==> src/rtl/branch_history_table.sv <==
// Per-PC (local) or single global branch history table: speculative shift at fetch,
// exact repair at resolve, combinational read ports with no write bypass.
module branch_history_table #(
    parameter int ENTRIES = 32,
    parameter int HIST_W  = 5,
    parameter int MODE    = 0
) (
    input  logic                       clk,
    input  logic                       rst,
    input  logic [$clog2(ENTRIES)-1:0] rd_index,
    output logic [HIST_W-1:0]          rd_hist,
    output logic                       rd_full,
    input  logic                       spec_en,
    input  logic [$clog2(ENTRIES)-1:0] spec_index,
    input  logic                       spec_taken,
    input  logic [$clog2(ENTRIES)-1:0] br_index,
    output logic [HIST_W-1:0]          br_hist,
    input  logic                       fix_en,
    input  logic [$clog2(ENTRIES)-1:0] fix_index,
    input  logic [HIST_W-1:0]          fix_hist,
    input  logic                       fix_taken
);
    localparam int IDX_W = $clog2(ENTRIES);
    localparam int N     = (MODE == 1) ? 1 : ENTRIES;
    localparam int FW    = $clog2(HIST_W + 1);
    localparam logic [FW-1:0] FULL = FW'(HIST_W);

    logic [HIST_W-1:0] hist [N];
    logic [FW-1:0]     fill [N];

    // Global mode collapses every index onto the single register 0.
    logic [IDX_W-1:0] rd_i, br_i, spec_i, fix_i;
    assign rd_i   = (MODE == 1) ? '0 : rd_index;
    assign br_i   = (MODE == 1) ? '0 : br_index;
    assign spec_i = (MODE == 1) ? '0 : spec_index;
    assign fix_i  = (MODE == 1) ? '0 : fix_index;

    // Newest outcome enters at bit 0; the oldest bit falls off the top.
    function automatic logic [HIST_W-1:0] shift_in(input logic [HIST_W-1:0] h, input logic b);
        logic [HIST_W:0] w;
        w = {h, b};
        return w[HIST_W-1:0];
    endfunction

    logic [N-1:0] spec_hit, fix_hit;

    // Enables are tested first so X indices on an idle port cannot reach the state.
    always_comb begin
        spec_hit = '0;
        fix_hit  = '0;
        for (int i = 0; i < N; i++) begin
            fix_hit[i]  = fix_en && (fix_i == IDX_W'(i));
            spec_hit[i] = spec_en && (spec_i == IDX_W'(i));
        end
    end

    always_ff @(posedge clk or posedge rst) begin
        if (rst) begin
            for (int i = 0; i < N; i++) begin
                hist[i] <= '0;
                fill[i] <= '0;
            end
        end else begin
            for (int i = 0; i < N; i++) begin
                // Repair wins a same-entry collision: the younger fetch is being flushed.
                if (fix_hit[i]) begin
                    hist[i] <= shift_in(fix_hist, fix_taken);
                    fill[i] <= FULL;
                end else if (spec_hit[i]) begin
                    hist[i] <= shift_in(hist[i], spec_taken);
                    fill[i] <= (fill[i] == FULL) ? FULL : fill[i] + 1'b1;
                end
            end
        end
    end

    always_comb begin
        rd_hist = '0;
        rd_full = 1'b0;
        br_hist = '0;
        for (int i = 0; i < N; i++) begin
            if (rd_i == IDX_W'(i)) begin
                rd_hist = hist[i];
                rd_full = (fill[i] == FULL);
            end
            if (br_i == IDX_W'(i)) begin
                br_hist = hist[i];
            end
        end
    end
endmodule

==> config.mk <==
export PLATFORM = sky130hd
export DESIGN_NAME = branch_history_table
export DESIGN_NICKNAME = d
export VERILOG_FILES = /design/src/rtl/branch_history_table.sv
export SDC_FILE = /design/constraint.sdc
export NUM_CORES = 1
export LEC_CHECK = 0
export CORE_ASPECT_RATIO = 1.1
export CORE_MARGIN = 5
export CORE_UTILIZATION = 38
export DETAILED_ROUTE_END_ITERATION = 10
export GPL_ROUTABILITY_DRIVEN = 0
export PLACE_DENSITY = 0.53
export SETUP_SLACK_MARGIN = 0.05
export SLEW_MARGIN = 10
export SYNTH_ARGS = -nofsm -noshare
export SYNTH_HDL_FRONTEND = slang
export SYNTH_SLANG_ARGS = --single-unit
==> constraint.sdc <==
create_clock -name clk -period 10.1 [get_ports clk]
set_clock_uncertainty 0.2 [all_clocks]
set_input_delay 2.02 -clock clk [delete_from_list [all_inputs] [get_ports clk]]
set_output_delay 2.02 -clock clk [all_outputs]
set_load 0.05 [all_outputs]
Word level (Yosys, flattened, before mapping)
Index checks and enable logic that the tools add are counted.
{ "classes": {"n_addsub": 32, "n_eq_ne": 156, "mux": 256, "reduce_logical": 100} }
{ "op_table": {"columns": ["op", "n"], "rows": [
  ["2-to-1 mux 5 bit", 128],
  ["equality test 5 bit (second input constant)", 64],
  ["2-to-1 mux 3 bit", 96],
  ["equality test 5 x 4 -> 1 bit (second input constant)", 32],
  ["adder 3 x 1 -> 3 bit (second input constant)", 32],
  ["equality test 3 bit (second input constant)", 32],
  ["equality test 5 x 3 -> 1 bit (second input constant)", 16],
  ["logical AND 1 bit", 64],
  ["nonzero test 2 bit", 32],
  ["equality test 5 x 2 -> 1 bit (second input constant)", 8],
  ["2-to-1 mux 1 bit", 32],
  ["equality test 5 x 1 -> 1 bit (second input constant)", 4],
  ["zero test 5 bit", 4]
]} }
{ "totals": {"regBits": 256, "inputBits": 31, "out_inout_bits": 11, "word_cells": 608} }

Logic depth before layout (Yosys ltp)
{ "logic_depth": {"word_depth": 33, "ltp_mapped": 10, "ltp_nobuf": 6} }

Worst setup path after synthesis
Ideal clock, no wire load.
{ "synth_timing": {"path_type": "input -> output", "from": "input br_index[1]", "to": "output br_hist[4]", "t_arrival_ns": 4.216, "required_time_ns": 7.880, "path_slack_ns": 3.664, "stages": 7, "path_buffers": 3, "path_cell_list": "buf_4 -> buf_6 -> buf_2 -> nor2_1 -> a21oi_1 -> o21a_1 -> o31ai_1"} }
{ "synth_via": {"elab_chain_cells": 33, "elab_cells_between_ends": 64, "classes_between": "eq/ne: 31; mux: 32; reduce/logical: 1"} }
{ "synth_lines": {"columns": ["element", "line", "rtl"], "rows": [
  ["start, declared", "16", "input logic [$clog2(ENTRIES)-1:0] br_index,"],
  ["zero test 5 bit", "86", "if (br_i == IDX_W'(i)) begin"],
  ["2-to-1 mux 5 bit (31 in series)", "86", null],
  ["2-to-1 mux 5 bit (*)", "86", null],
  ["end, declared", "17", "output logic [HIST_W-1:0] br_hist,"]
]} }
Mark *: on every way between the ends. The rest lies on a longest branch, timed or not.

Final worst setup path
{ "layout_timing": {"from": "input rd_index[3]", "to": "output rd_hist[2]"} }
{ "layout_via": {"elab_chain_cells": 33, "elab_cells_between_ends": 64, "classes_between": "eq/ne: 31; mux: 32; reduce/logical: 1"} }
{ "layout_lines": {"columns": ["element", "line", "rtl"], "rows": [
  ["start, declared", "10", "input logic [$clog2(ENTRIES)-1:0] rd_index,"],
  ["zero test 5 bit", "82", "if (rd_i == IDX_W'(i)) begin"],
  ["2-to-1 mux 5 bit (31 in series)", "82", null],
  ["2-to-1 mux 5 bit (*)", "82", null],
  ["end, declared", "11", "output logic [HIST_W-1:0] rd_hist,"]
]} }
Marks and branches as above.

==> impl_metrics.py <==
metrics = {
    "outcome": {
        "status": "finished clean",
    },
    "clock_network": {
        "clkSlewWorstSetupHoldPaths_ns": 0.06,
        "cts_tree": "yes",
        "clock_sinks": 256,
        "cts_resized": 0,
        "post_cts_buffers": 0,
        "cts_hold_buf": 0,
        "root_buffer": "clkbuf_16",
        "cts_htree_levels": 1,
        "numCtsBuffers": 29,
        "clockBufferDepth": 3,
        "insertion_delay_ns": 0.56,
    },
    "critical_path": {
        "start_kind": "input pin",
        "cpPeakStageDelay_ns": 1.29,
        "critical_path_buf_inv_count": 2,
        "crit_chain": "clkdlybuf4s50_1 -> nand2b_1 -> nor2_1 -> a221oi_1 -> a221oi_1 -> nor2_1 -> o221ai_1 -> clkdlybuf4s50_1",
        "path_max_fanout": 27,
        "critical_path.top_delay_family": "buffers and inverters",
        "worst_ep_arrival_time_ns": 6.34,
        "end_kind": "output port",
        "crit_type": "in -> out",
        "slowest_stage": "clkdlybuf4s50_1",
        "cp.required_ns": 7.88,
    },
    "timing": {
        "setup_ws_ns": 1.54,
        "period_share": 0.847,
        "rsz0062_at_grt": "false",
        "maxSlewHeadroom": 0.167,
        "setup_tns_ns": 0,
        "hold_viol_final": 0,
        "finalSetupViolations": 0,
        "worst_slew_pin_slew_ns": 1.25,
        "fmax_mhz": 117,
        "slew_viol_final": 0,
        "period_needed_ns": 8.56,
    },
    "finish": {
        "final_nets": 1974,
        "syn2layout_area_growth_pct": 9.20,
        "layout-drive-gt1-share": 0.0781,
        "final_core_util": 0.421,
    },
    "yosys": {
        "synth-async-reset-ratio": 1.00,
        "synth-seq-area-share": 0.381,
        "synth_cells": 1976,
        "synth_fa_ha_area_frac": 0,
        "synth_warnings": 0,
        "synth-simple-area-share": 0.222,
        "synth_compound_area_frac": 0.184,
        "synth-seq-cells": 256,
        "synth_mux_area_frac": 0.151,
        "synth_xor_area_frac": 0.0167,
        "synth_top_family_by_area": "simple AND/OR/NAND/NOR gates",
        "syn_avg_cell_area_um2": 8.50,
        "synth-edff-count": 0,
        "synth_top_flop_cell": "dfrtp_1",
        "netlist_area_mm2": 0.0168,
        "yosysUniqueCellTypes": 82,
        "synth_fp_nets": 2007,
    },
    "floorplan": {
        "die_h_um": 231,
        "rows": 80,
        "start_util": 0.386,
        "coreArea_mm2": 0.0435,
        "dieArea_mm2": 0.0485,
        "die_w_um": 210,
        "ios": 42,
    },
    "drt": {
        "drcViolationCount": 0,
        "vias": 15331,
        "viasPerCell": 6.05,
        "wl_per_cell_um": 24.5,
        "drt_pass1_iterations": 6,
        "postRouteAntennaNets": 0,
        "drt_iter0_markers": 1521,
        "wl_um": 62100,
    },
    "global_route": {
        "antenna_found_initial": 0,
        "track_usage": 0.249,
        "grt_pass1_vias": 14701,
        "grt_pass1_wl_um": 93900,
        "grt_max_degree": 137,
        "grt_overflow": 0,
    },
    "place": {
        "io_buffers": 40,
        "post-dp-hpwl_um": 43700,
        "post-place-ws_ns": 1.70,
    },
    "power_and_ir_drop": {
        "p_per_area_mw_per_mm2": 204,
        "pwr-share-comb": 0.252,
        "seqPwrFrac": 0.469,
        "p_leak_nw": 7.26,
        "pwr-share-clk": 0.278,
        "netSwitchingPower_mw": 1.37,
        "p_int_mw": 2.36,
        "vdd_ir_drop_max_v": 0.000130,
        "switching_share": 0.367,
    },
    "flow_run": {
        "drv_cap": 0,
    },
    "min_path": {
        "hold_path.class": "reg -> reg",
    },
}
power by group through the flow:
stage	sequential (mW)	combinational [mW]	clock, mW
floorplan	1.58	0.717	0
global placement	1.74	0.918	0
detailed placement	1.75	0.938	0
CTS	1.74	0.940	1.06
global route	1.79	1.04	1.10
finish	1.75	0.942	1.04
final cells by class:
class / instances / area [µm²]
multi-input cells: 1569 / 9640
flip-flops and latches: 256 / 6410
fillers: 4404 / 25200
inverters: 19 / 78.8
clock buffers: 39 / 813
repair buffers: 68 / 593
well taps: 574 / 718
clock inverters: 8 / 92.6
diodes: 1 / 2.50
worst min-delay path, delay by kind of cell, from the launching register on:
family,cells,cell delay (ns)
flip-flops,1,0.38
XOR/XNOR,1,0.08
AND/OR/NAND/NOR,1,0.06
flip-flops by register name (all words and copies together) (netlist names):
register / flops
fill: 96
hist: 160
final timing paths:
path / start / endpoint / slack, ns / cells after the start
max reg2reg: fill[93]$_DFFE_PP0P_ / fill[94]$_DFFE_PP0P_ / 8.71 / 3
max in group asynchronous: rst / hist[13]$_DFFE_PP0P_ / 6.32 / 3
min in group asynchronous: rst / fill[41]$_DFFE_PP0P_ / 1.88 / 2
min: fill[14]$_DFFE_PP0P_ / fill[14]$_DFFE_PP0P_ / 0.34 / 2
min reg2reg: fill[14]$_DFFE_PP0P_ / fill[14]$_DFFE_PP0P_ / 0.34 / 2
max: rd_index[3] / rd_hist[2] / 1.54 / 8
synth_stat cells, drive strengths merged, types with 12 or more instances:
cell    number  area [µm²]
a21oi      187         936
a221oi      12         111
a31oi       50         313
buf         69         444
clkbuf      63         236
dfrtp      256        6410
inv         17        63.8
mux2        23         263
mux2i      200        2000
mux4        12         270
nand2      269        1010
nand2b      50         313
nand3       96         485
nand3b      12        93.8
nor2       251        1010
nor2b       24         150
nor3        26         130
o21ai      113         566
o22ai       23         144
xor2        31         272
kinds of logic after synthesis:
family | Yosys count
buffers and inverters | 151
XOR/XNOR | 32
AO/OA/AOI/OAI | 505
multiplexers | 235
AND/OR/NAND/NOR | 797
flip-flops | 256
metal layers:
metal / global-route usage / part of all wire / vias to the layer above
li1: - / - / 7035
met1: 0.321 / 0.40 / 7482
met2: 0.408 / 0.46 / 647
met3: 0.0402 / 0.074 / 167
met4: 0.119 / 0.058 / 0
met5: 0 / 0 / -
metrics by stage:
stage	power [mW]	instances	cell area, µm²	hold WS [ns]
final	3.74	2534	18300	0.344
after global routing	3.93	2533	18300	0.357
after CTS	3.74	2533	18300	0.346
after detailed placement	2.69	2486	17400	0.329
after global placement	2.66	2486	17400	0.315
after floorplan	2.30	1976	16800	0.298
cell usage in the layout (no fill, tap or decap), drive strengths merged, types with 12 or more instances in the layout:
cell type      synthesis  final
a21oi                187    187
a221oi                12     12
a31oi                 50     50
buf                   69     32
clkbuf                63     39
clkdlybuf4s50          0     36
dfrtp                256    256
inv                   17     17
mux2                  23     23
mux2i                200    200
mux4                  12     12
nand2                269    269
nand2b                50     50
nand3                 96     96
nand3b                12     12
nor2                 251    251
nor2b                 24     24
nor3                  26     26
o21ai                113    113
o22ai                 23     23
xor2                  31     31
(Power assumes the default switching activity.)
